$ cat config.mk
export PLATFORM = sky130hd
export DESIGN_NAME = muldiv_unit_flat
export DESIGN_NICKNAME = d
export VERILOG_FILES = /design/src/rtl/muldiv_unit_if.sv /design/src/rtl/muldiv_unit.sv /design/src/flat_wrapper.sv
export SDC_FILE = /design/constraint.sdc
export NUM_CORES = 1
export LEC_CHECK = 0
export CELL_PAD_IN_SITES_DETAIL_PLACEMENT = 0
export CELL_PAD_IN_SITES_GLOBAL_PLACEMENT = 1
export CORE_ASPECT_RATIO = 0.6
export CORE_MARGIN = 5
export CORE_UTILIZATION = 43
export CTS_CLUSTER_DIAMETER = 150
export DETAILED_ROUTE_END_ITERATION = 6
export PLACE_DENSITY_LB_ADDON = 0.1
export SLEW_MARGIN = 10
export SYNTH_ARGS = -nofsm -noshare
export SYNTH_HDL_FRONTEND = slang
export SYNTH_SLANG_ARGS = --single-unit
$ cat constraint.sdc
create_clock -name clock -period 3.9 [get_ports clock]
set_input_delay 0.975 -clock clock [delete_from_list [all_inputs] [get_ports clock]]
set_output_delay 0.975 -clock clock [all_outputs]
set_load 0.05 [all_outputs]
$ cat src/rtl/muldiv_unit_if.sv
// rtl/muldiv_unit_if.sv - request/result bundle between the EX stage and the multiply/divide unit
interface muldiv_unit_if #(
    parameter int DATA_WIDTH = 32
) ();
    logic                  start;
    logic                  cancel;
    logic [1:0]            operator;
    logic [DATA_WIDTH-1:0] operand1;
    logic [DATA_WIDTH-1:0] operand2;
    logic                  busy;
    logic                  stall_request;
    logic                  result_valid;
    logic [DATA_WIDTH-1:0] result_hi;
    logic [DATA_WIDTH-1:0] result_lo;
    logic                  div_by_zero;

    modport master (
        output start, cancel, operator, operand1, operand2,
        input  busy, stall_request, result_valid, result_hi, result_lo, div_by_zero
    );

    modport slave (
        input  start, cancel, operator, operand1, operand2,
        output busy, stall_request, result_valid, result_hi, result_lo, div_by_zero
    );
endinterface

$ cat src/rtl/muldiv_unit.sv
// rtl/muldiv_unit.sv - iterative MULT/MULTU/DIV/DIVU unit returning a {hi, lo} pair
// One bit per cycle on magnitudes; signs are restored in a single FIX cycle.
module muldiv_unit #(
    parameter int DATA_WIDTH = 32
) (
    input  logic           clock,
    input  logic           reset,
    muldiv_unit_if.slave   bus
);
    localparam int W           = DATA_WIDTH;
    localparam int COUNT_WIDTH = $clog2(DATA_WIDTH + 1);

    localparam logic [1:0] S_IDLE = 2'd0;
    localparam logic [1:0] S_CALC = 2'd1;
    localparam logic [1:0] S_FIX  = 2'd2;
    localparam logic [1:0] S_DONE = 2'd3;

    localparam logic [1:0] OP_MULT = 2'b00;
    localparam logic [1:0] OP_DIV  = 2'b10;

    logic [1:0]             state_q, state_d;
    logic [COUNT_WIDTH-1:0] cnt_q, cnt_d;
    logic [1:0]             op_q, op_d;
    logic                   sign1_q, sign1_d;
    logic                   sign2_q, sign2_d;
    logic [W-1:0]           mcand_q, mcand_d;
    logic [2*W-1:0]         acc_q, acc_d;
    logic [W-1:0]           res_hi_q, res_hi_d;
    logic [W-1:0]           res_lo_q, res_lo_d;
    logic                   dbz_q, dbz_d;

    logic [W-1:0] abs1, abs2;
    logic [W:0]   mul_sum;
    logic [W:0]   div_part;
    logic [W:0]   div_diff;
    logic [2*W-1:0] prod_fixed;
    logic [W-1:0] quo_fixed, rem_fixed;

    // Only the signed ops take magnitudes; the most-negative value maps onto itself, which is the right unsigned magnitude.
    assign abs1 = (!bus.operator[0] && bus.operand1[W-1]) ? -bus.operand1 : bus.operand1;
    assign abs2 = (!bus.operator[0] && bus.operand2[W-1]) ? -bus.operand2 : bus.operand2;

    // acc holds {partial product, multiplier} for multiply and {remainder, dividend/quotient} for divide.
    assign mul_sum  = {1'b0, acc_q[2*W-1:W]} + (acc_q[0] ? {1'b0, mcand_q} : {(W+1){1'b0}});
    assign div_part = {acc_q[2*W-1:W], acc_q[W-1]};
    assign div_diff = div_part - {1'b0, mcand_q};

    assign prod_fixed = (op_q == OP_MULT && (sign1_q ^ sign2_q)) ? -acc_q : acc_q;
    assign quo_fixed  = (op_q == OP_DIV && (sign1_q ^ sign2_q)) ? -acc_q[W-1:0] : acc_q[W-1:0];
    assign rem_fixed  = (op_q == OP_DIV && sign1_q) ? -acc_q[2*W-1:W] : acc_q[2*W-1:W];

    always_comb begin
        state_d  = state_q;
        cnt_d    = cnt_q;
        op_d     = op_q;
        sign1_d  = sign1_q;
        sign2_d  = sign2_q;
        mcand_d  = mcand_q;
        acc_d    = acc_q;
        res_hi_d = res_hi_q;
        res_lo_d = res_lo_q;
        dbz_d    = dbz_q;
        if (state_q != S_IDLE && bus.cancel) begin
            state_d = S_IDLE;
        end else begin
            case (state_q)
                S_IDLE: begin
                    if (bus.start && !bus.cancel) begin
                        op_d    = bus.operator;
                        sign1_d = bus.operand1[W-1];
                        sign2_d = bus.operand2[W-1];
                        if (bus.operator[1] && bus.operand2 == '0) begin
                            state_d  = S_DONE;
                            res_lo_d = '1;
                            res_hi_d = bus.operand1;
                            dbz_d    = 1'b1;
                        end else begin
                            state_d = S_CALC;
                            cnt_d   = COUNT_WIDTH'(W);
                            mcand_d = abs2;
                            acc_d   = {{W{1'b0}}, abs1};
                            dbz_d   = 1'b0;
                        end
                    end
                end
                S_CALC: begin
                    cnt_d = cnt_q - 1'b1;
                    if (cnt_q == COUNT_WIDTH'(1)) begin
                        state_d = S_FIX;
                    end
                    if (op_q[1]) begin
                        if (div_part[W] || !div_diff[W]) begin
                            acc_d = {div_diff[W-1:0], acc_q[W-2:0], 1'b1};
                        end else begin
                            acc_d = {div_part[W-1:0], acc_q[W-2:0], 1'b0};
                        end
                    end else begin
                        acc_d = {mul_sum, acc_q[W-1:1]};
                    end
                end
                S_FIX: begin
                    state_d = S_DONE;
                    if (op_q[1]) begin
                        res_hi_d = rem_fixed;
                        res_lo_d = quo_fixed;
                    end else begin
                        res_hi_d = prod_fixed[2*W-1:W];
                        res_lo_d = prod_fixed[W-1:0];
                    end
                end
                default: begin
                    state_d = S_IDLE;
                end
            endcase
        end
    end

    always_ff @(posedge clock) begin
        if (reset) begin
            state_q  <= S_IDLE;
            cnt_q    <= '0;
            op_q     <= '0;
            sign1_q  <= 1'b0;
            sign2_q  <= 1'b0;
            mcand_q  <= '0;
            acc_q    <= '0;
            res_hi_q <= '0;
            res_lo_q <= '0;
            dbz_q    <= 1'b0;
        end else begin
            state_q  <= state_d;
            cnt_q    <= cnt_d;
            op_q     <= op_d;
            sign1_q  <= sign1_d;
            sign2_q  <= sign2_d;
            mcand_q  <= mcand_d;
            acc_q    <= acc_d;
            res_hi_q <= res_hi_d;
            res_lo_q <= res_lo_d;
            dbz_q    <= dbz_d;
        end
    end

    assign bus.busy          = (state_q != S_IDLE);
    assign bus.stall_request = (state_q == S_IDLE && bus.start && !bus.cancel)
                             || state_q == S_CALC || state_q == S_FIX;
    assign bus.result_valid  = (state_q == S_DONE) && !bus.cancel;
    assign bus.div_by_zero   = (state_q == S_DONE) && !bus.cancel && dbz_q;
    assign bus.result_hi     = res_hi_q;
    assign bus.result_lo     = res_lo_q;
endmodule

$ cat src/flat_wrapper.sv
// flat-port wrapper written by rule: the top's interface ports become plain ports
module muldiv_unit_flat 
#(
    parameter int DATA_WIDTH = 32
)
  (clock, reset, bus_start, bus_cancel, bus_operator, bus_operand1, bus_operand2, bus_busy, bus_stall_request, bus_result_valid, bus_result_hi, bus_result_lo, bus_div_by_zero);
  muldiv_unit_if #(.DATA_WIDTH(DATA_WIDTH)) bus_i ();
  input  logic clock;
  input  logic reset;
  input wire logic [$bits(bus_i.start)-1:0] bus_start;
  input wire logic [$bits(bus_i.cancel)-1:0] bus_cancel;
  input wire logic [$bits(bus_i.operator)-1:0] bus_operator;
  input wire logic [$bits(bus_i.operand1)-1:0] bus_operand1;
  input wire logic [$bits(bus_i.operand2)-1:0] bus_operand2;
  output wire logic [$bits(bus_i.busy)-1:0] bus_busy;
  output wire logic [$bits(bus_i.stall_request)-1:0] bus_stall_request;
  output wire logic [$bits(bus_i.result_valid)-1:0] bus_result_valid;
  output wire logic [$bits(bus_i.result_hi)-1:0] bus_result_hi;
  output wire logic [$bits(bus_i.result_lo)-1:0] bus_result_lo;
  output wire logic [$bits(bus_i.div_by_zero)-1:0] bus_div_by_zero;
  assign bus_i.start = bus_start;
  assign bus_i.cancel = bus_cancel;
  assign bus_i.operator = bus_operator;
  assign bus_i.operand1 = bus_operand1;
  assign bus_i.operand2 = bus_operand2;
  assign bus_busy = bus_i.busy;
  assign bus_stall_request = bus_i.stall_request;
  assign bus_result_valid = bus_i.result_valid;
  assign bus_result_hi = bus_i.result_hi;
  assign bus_result_lo = bus_i.result_lo;
  assign bus_div_by_zero = bus_i.div_by_zero;
  muldiv_unit #(.DATA_WIDTH(DATA_WIDTH)) u_core (.clock(clock), .reset(reset), .bus(bus_i));
endmodule
==> results.sh <==
export IMPL_status="finished clean"
export IMPL_crit_chain="clkdlybuf4s50_1 -> or4_1 -> or4_4 -> and4bb_1 -> nand3_1 -> a21oi_4 -> buf_12 -> o21ai_0 -> a21oi_1 -> nor3_1"
export IMPL_p_sw_frac=0.469
export IMPL_finalNonFillerCells=2520
export IMPL_row_count=51
export IMPL_yosysWarnings=0
export IMPL_fmax_mhz=266
export IMPL_fp_dieW_um=244
export IMPL_hold_path_cell_count=2
export IMPL_placedCellCount=2488
export IMPL_power_share_clock=0.226
export IMPL_nNetsFinal=2230
export IMPL_initial_core_util=0.436
export IMPL_antenna_cells=0
export IMPL_drive_gt1_frac=0.104
export IMPL_slowest_stage="or4_1"
export IMPL_worstSetupStartpointType="input pin"
export IMPL_finClkSkew_ps=15.4
export IMPL_ctsHtreeMaxLevel=4
export IMPL_grt_pass1_vias=13600
export IMPL_synth_cells=1900
export IMPL_setup_viol=0
export IMPL_synth_cell_types=80
export IMPL_power_density_nw_per_um2=461
export IMPL_grt_pass1_wl_um=87100
export IMPL_dr_pass1_iters=6
export IMPL_startpoint="bus_operand2[20]"
export IMPL_fin_setup_tns_ps=0
export IMPL_path_clk_slew_ps=80
export IMPL_fin_util=0.536
export IMPL_cts_buffer_depth=2
export IMPL_hold_start="u_core.mcand_q[31]"
export IMPL_die_area_um2=36600
export IMPL_core_area_um2=32400
export IMPL_die_h_um=150
export IMPL_end_kind="flip-flop"
export IMPL_ff2ff_path_depth=13
export IMPL_ys_flop_type="dfxtp_1"
export IMPL_crit_path_max_incr_delay_ps=630
export IMPL_synthTopCellsByArea="dfxtp_1 (25%), a21oi_1 (6.8%), ha_1 (6.7%)"
export IMPL_slew_violations=0
export IMPL_internal_power_w=0.00424
export IMPL_power_frac_comb=0.496
export IMPL_met3_wirelength_um=7510
export IMPL_cts_tree="built"
export IMPL_switching_power_w=0.00374
export IMPL_grt_max_degree=79
export IMPL_vias_per_cell=6.02
export IMPL_overflow=0
export IMPL_cellLeakagePower_nw=6.60
export IMPL_path_depth=10
export IMPL_relSlewSlack=0.267
export IMPL_vias=15200
export IMPL_holdPathEnd="u_core.mcand_q[31]"
export IMPL_worstPathArrival_ps=4070
export IMPL_syn_to_final_growth_pct=22.9
export IMPL_r2r_slack_ps=200
export IMPL_tightest_slew_ps=1090
export IMPL_ys_seq_elements=173
export IMPL_post_cts_repair_setup_buffers=0
export IMPL_remaining_drc_errors=0
export IMPL_clk_latency_ps=460
export IMPL_wl_met2_um=19800
export IMPL_path_buf_inv=2
export IMPL_grtUsageTotal=0.311
export IMPL_yosysMostFrequentCell="nor2_1"
export IMPL_path_class="in -> reg"
export IMPL_wl_um=58400
export IMPL_worstPathRequired_ps=4210
export IMPL_dpl_hpwl_um=46800
export IMPL_hold_viol=0
export IMPL_hold_path_class="reg -> reg"
export IMPL_path_delay_family="simple AND/OR/NAND/NOR gates"
export IMPL_synth_top_area_frac=0.246
export IMPL_final_area_um2=17300
export IMPL_wire_per_inst_um=23.2
export IMPL_gp_congestion=1.01
export IMPL_yosysTopAreaCell="dfxtp_1"
export IMPL_p_total_w=0.00798
export IMPL_cts_buffers=17
export IMPL_worstPathMaxFanout=14
export IMPL_synth_common_cells="nor2_1 (242), a21oi_1 (192), nand2_1 (178)"
export IMPL_ir_drop_v=0.000348
export IMPL_dr_max_layer_used="met4"
export IMPL_wirelength_met1_um=30500
export IMPL_antenna_found_initial=0
export IMPL_synth_area_per_cell_um2=7.42
export IMPL_seq_power_share=0.277
export IMPL_synth_edf_count=0
export IMPL_rr_startpoint="u_core.acc_q[0]"
export IMPL_dpl_cell_area_um2=16700
export IMPL_syn_area_um2=14100
export IMPL_regToRegEndpoint="u_core.bus.result_hi[22]"
export IMPL_synth_nets=2047
export IMPL_async_flop_share=0
export IMPL_initialDrtViolationCount=1764
export IMPL_yosysSeqAreaShare=0.246
export IMPL_ant_nets=0
export IMPL_fill_cells=3156
export IMPL_rsz0062_at_grt="false"
export IMPL_io_buffers=137
export IMPL_finalCritPeriodShare=0.964
export IMPL_cap_violations=0
export IMPL_cts_sinks=173
export IMPL_io_pins=138
export IMPL_post_route_min_period_ps=3760
export IMPL_clockRootBuffer="clkbuf_16"
[logic make-up after synthesis]
| group | share of synthesized area |
|---|---|
| flops | 0.246 |
| xor+xnor | 0.104 |
| mux | 0.0414 |
| fa+ha+maj | 0.0694 |
| buf+inv | 0.0602 |
| compound gates | 0.273 |
| simple gates | 0.206 |
[worst reg2reg max path, cell delays in order (launching register included)]
cell	delay (ps)
dfxtp_1	320
inv_1	250
buf_4	280
ha_1	220
nor4b_2	360
nand3_1	380
nor4_4	460
buf_4	210
a21oi_1	180
o31ai_2	310
xor2_1	280
a211oi_1	120
a21oi_1	140
nor2_1	50
[sequential cells by signal, indices dropped and copies added (netlist names)]
signal	flops
u_core.bus.result_hi	32
u_core.acc_q	64
u_core.state_q	2
u_core.bus.result_lo	32
u_core.mcand_q	32
u_core.dbz_q	1
u_core.cnt_q	6
u_core.sign1_q	1
u_core.op_q	2
u_core.sign2_q	1
[repair_timing]
item | CTS | global route
endpoints found under the setup margin | 0 | 9
gates resized for setup | 0 | 3
hold buffers | 0 | 0
[layout make-up]
class / instances / area, um^2 / share of cell area
Sequential cell: 173 / 3460 / 0.200
Timing Repair Buffer: 286 / 2620 / 0.151
Clock inverter: 14 / 146 / 0.00845
Multi-Input combinational cell: 1528 / 9840 / 0.568
Clock buffer: 18 / 439 / 0.0253
Tap cell: 424 / 531 / 0.0306
Inverter: 77 / 289 / 0.0167
[metrics by stage]
| stage | setup WS, ps | hold WS (ps) |
|---|---|---|
| floorplan | 509 | 427 |
| global route | 1.44 | 495 |
| CTS | 48.5 | 455 |
| detailed placement | -349 | 445 |
| finish | 139 | 454 |
| global placement | -261 | 443 |
[power groups by stage]
stage / clock [W] / combinational (W) / sequential [W]
after global placement: 0 / 0.00380 / 0.00224
final: 0.00181 / 0.00396 / 0.00221
after detailed placement: 0 / 0.00381 / 0.00224
after floorplan: 0 / 0.00231 / 0.00234
after global routing: 0.00190 / 0.00423 / 0.00224
after CTS: 0.00182 / 0.00383 / 0.00220
[routing by layer]
layer / up-vias / global-route usage
met5: - / 0
met4: 0 / 0.0544
met3: 59 / 0.105
met2: 743 / 0.361
met1: 7130 / 0.523
li1: 7231 / -
[worst max path at each step]
stage	endpoint	slack, ps
after floorplan	u_core.bus.result_hi[1]	510
after global placement	u_core.bus.result_hi[4]	-260
after detailed placement	u_core.bus.result_hi[27]	-350
after CTS	u_core.bus.result_hi[22]	50
after global routing	u_core.bus.result_hi[22]	1
final	u_core.bus.result_hi[4]	140
[placed cells by master, fill, tap and decap left out, types with 8 or more instances in the layout]
cell type,count
a211oi_1,71
a21o_1,25
a21oi_1,192
a22oi_1,16
a311oi_1,35
a31oi_1,14
and3_1,9
buf_12,11
buf_4,142
clkbuf_16,17
clkdlybuf4s50_1,133
dfxtp_1,172
ha_1,73
inv_1,77
mux2i_1,56
nand2_1,178
nand2b_1,20
nand3_1,24
nand4_1,13
nor2_1,242
nor2b_1,15
nor3_1,47
nor4_1,22
o211ai_1,36
o21a_1,11
o21ai_0,106
o21bai_1,8
o31a_1,8
o31ai_1,19
o41ai_1,8
or3_1,20
or4_1,8
xnor2_1,96
xor2_1,72
(Power assumes the default switching activity.)
==> patch: new RTL, same settings <==
`DATA_WIDTH` is set to 32 in 3 places; all go to 16.
--- a/src/rtl/muldiv_unit_if.sv
+++ b/src/rtl/muldiv_unit_if.sv
@@ -1,6 +1,6 @@
 // rtl/muldiv_unit_if.sv - request/result bundle between the EX stage and the multiply/divide unit
 interface muldiv_unit_if #(
-    parameter int DATA_WIDTH = 32
+    parameter int DATA_WIDTH = 16
 ) ();
     logic                  start;
     logic                  cancel;
--- a/src/rtl/muldiv_unit.sv
+++ b/src/rtl/muldiv_unit.sv
@@ -1,7 +1,7 @@
 // rtl/muldiv_unit.sv - iterative MULT/MULTU/DIV/DIVU unit returning a {hi, lo} pair
 // One bit per cycle on magnitudes; signs are restored in a single FIX cycle.
 module muldiv_unit #(
-    parameter int DATA_WIDTH = 32
+    parameter int DATA_WIDTH = 16
 ) (
     input  logic           clock,
     input  logic           reset,
--- a/src/flat_wrapper.sv
+++ b/src/flat_wrapper.sv
@@ -1,7 +1,7 @@
 // flat-port wrapper written by rule: the top's interface ports become plain ports
 module muldiv_unit_flat 
 #(
-    parameter int DATA_WIDTH = 32
+    parameter int DATA_WIDTH = 16
 )
   (clock, reset, bus_start, bus_cancel, bus_operator, bus_operand1, bus_operand2, bus_busy, bus_stall_request, bus_result_valid, bus_result_hi, bus_result_lo, bus_div_by_zero);
   muldiv_unit_if #(.DATA_WIDTH(DATA_WIDTH)) bus_i ();
Interface: changed (resized bus_operand1, bus_operand2, bus_result_hi and bus_result_lo); port bits go from 138 to 74. The function was not compared with the original's and may differ.
==> patch against the unedited design <==
Hold slack gained 0.0050 ns; sequential power shrank 47%; critical path depth shrank 5; synthesized cell count shrank 52%; non-clock buffer count shrank 188; final area shrank 51%; total power shrank 52%; area after synthesis shrank 49%; worst setup slack gained 0.35 ns; wire length shrank 61%; sequential cell count shrank 81; largest cell class unchanged.
==> patch: results (changes against the unedited design) <==
{| class="wikitable"
! Metric !! Value
|-
| Place WS || 0.236 ns (+0.585 ns)
|-
| Number of CTS-inserted buffers || 9 (-8)
|-
| Pleak || 3.12 nW (-53%)
|-
| Biggest fanout along the worst timing path || 6 (-8)
|-
| Maximum single-stage delay on the critical path || 0.60 ns (-0.03 ns)
|-
| Synth warn || 0 (unchanged)
|-
| Number of global-route vias before repair || 6413 (-53%)
|-
| Sum of net half-perimeters after detailed placement || 17800 um (-62%)
|-
| Post-Syn Nets || 1003 (-51%)
|-
| Power dissipated by switching net loads || 1.58 mW (-58%)
|-
| Top cells by instance count after synthesis || sky130_fd_sc_hd__nor2_1 (124), sky130_fd_sc_hd__dfxtp_1 (92), sky130_fd_sc_hd__nand2_1 (75), sky130_fd_sc_hd__a21oi_1 (65)
|-
| First-pass GRT wire length || 35600 um (-59%)
|-
| Maximum number of pins on one net before global-route repair || 49 (-38%)
|-
| Fraction of the yosys area taken by sequential cells || 0.256 (+0.0105)
|-
| CP max-delay cell || sky130_fd_sc_hd__clkdlybuf4s50_1
|-
| DP Area || 8150 sq um (-51%)
|-
| Class of the most critical hold timing path || flop to flop
|-
| Final routed wire length divided by cell count || 18.8 um (-19%)
|-
| Share of flip-flops with an asynchronous set or reset after synthesis || 0 (unchanged)
|-
| Cell total after placement || 1195 (-52%)
|-
| Worst rel slew slack || 0.437 (+0.171)
|-
| Cell Count, Final, Fillers Out || 1211 (-52%)
|-
| Clock tree skew after final layout || 0.00986 ns (-0.00557 ns)
|-
| Layout fillers || 1558 (-51%)
|-
| Share of final-layout standard cells stronger than drive strength 1 || 0.0732 (-0.0303)
|-
| Buffer cell driving the clock tree root || sky130_fd_sc_hd__clkbuf_16
|-
| Placer's final routability congestion estimate || 0.906 (-10%)
|-
| Number of vias after detailed routing || 6948 (-54%)
|-
| Max reg flops || 32 (-50%)
|-
| Number of port buffers || 73 (-47%)
|-
| Run status || finished clean
|-
| Antenna violations before repair || 0 (unchanged)
|-
| Area contributors post-synth || sky130_fd_sc_hd__dfxtp_1 (26%), sky130_fd_sc_hd__ha_1 (7.5%), sky130_fd_sc_hd__nor2_1 (6.5%)
|-
| Number of optimization iterations in the first detailed-route pass || 5 (-1)
|-
| Worst skew pair latency || 0.35 ns (-0.11 ns)
|-
| Number of instances in the synthesized netlist || 920 (-52%)
|-
| Number of nets in the final layout || 1061 (-52%)
|-
| WP data arrival || 2.44 ns (-1.63 ns)
|-
| Count of cell types in the netlist || 80 (unchanged)
|-
| DRC marker count from the first detailed-route iteration || 596 (-66%)
|-
| Number of gates resized after cts || 0 (unchanged)
|-
| Worst-case vdd ir drop || 278 uV (-20%)
|-
| Register bank with the most flops || u_core.acc_q
|-
| H-tree levels || 3 (-1)
|-
| Clock transition time at the flip-flop clock pins of the worst setup and hold paths || 0.07 ns
|-
| Kind of cell adding the most delay to the critical path || buffers and inverters
|-
| Global-route total usage across every layer || 0.232 (-0.0785)
|}
-- patch: routing by layer --
layer  vias up  part of all wire  GRT usage
li1       3428                 -          -
met4         0            0.0066     0.0364
met1      3285              0.55      0.378
met5         -                 0          0
met2       223              0.36      0.302
met3        12             0.080     0.0593
-- patch: final timing paths --
path	from	end	slack, ns	cells after the start
worst max-delay path	bus_cancel	bus_stall_request	0.49	5
worst min-delay path	u_core.bus.result_hi[11]	u_core.bus.result_hi[11]	0.46	2
worst max register to register	u_core.acc_q[0]	u_core.acc_q[29]	0.60	12
worst min register to register	u_core.bus.result_hi[11]	u_core.bus.result_hi[11]	0.46	2
-- patch: final cells by class --
class / count / area [sq um] / share of cell area
multi-input combinational: 729 / 4910 / 0.580
sequential: 92 / 1840 / 0.218
timing repair buffer: 98 / 931 / 0.110
clock inverter: 7 / 95.1 / 0.0112
clock buffer: 9 / 225 / 0.0266
tap: 228 / 285 / 0.0337
inverter: 48 / 180 / 0.0213
-- patch: power by group through the flow --
stage	clock network (mW)	registers [mW]	logic, mW
6_report	0.949	1.17	1.68
5_1_grt	1.00	1.18	1.83
4_1_cts	0.965	1.16	1.66
3_5_place_dp	0	1.18	1.65
3_3_place_gp	0	1.18	1.64
2_1_floorplan	0	1.16	1.19
-- patch: logic make-up after synthesis --
group / Yosys count / synth area share
adder cells (fa/ha/maj): 45 / 0.0804
XOR/XNOR: 74 / 0.0901
flip-flops: 92 / 0.256
AO/OA/AOI/OAI: 268 / 0.260
multiplexers: 31 / 0.0433
buffers and inverters: 99 / 0.0613
AND/OR/NAND/NOR: 311 / 0.208
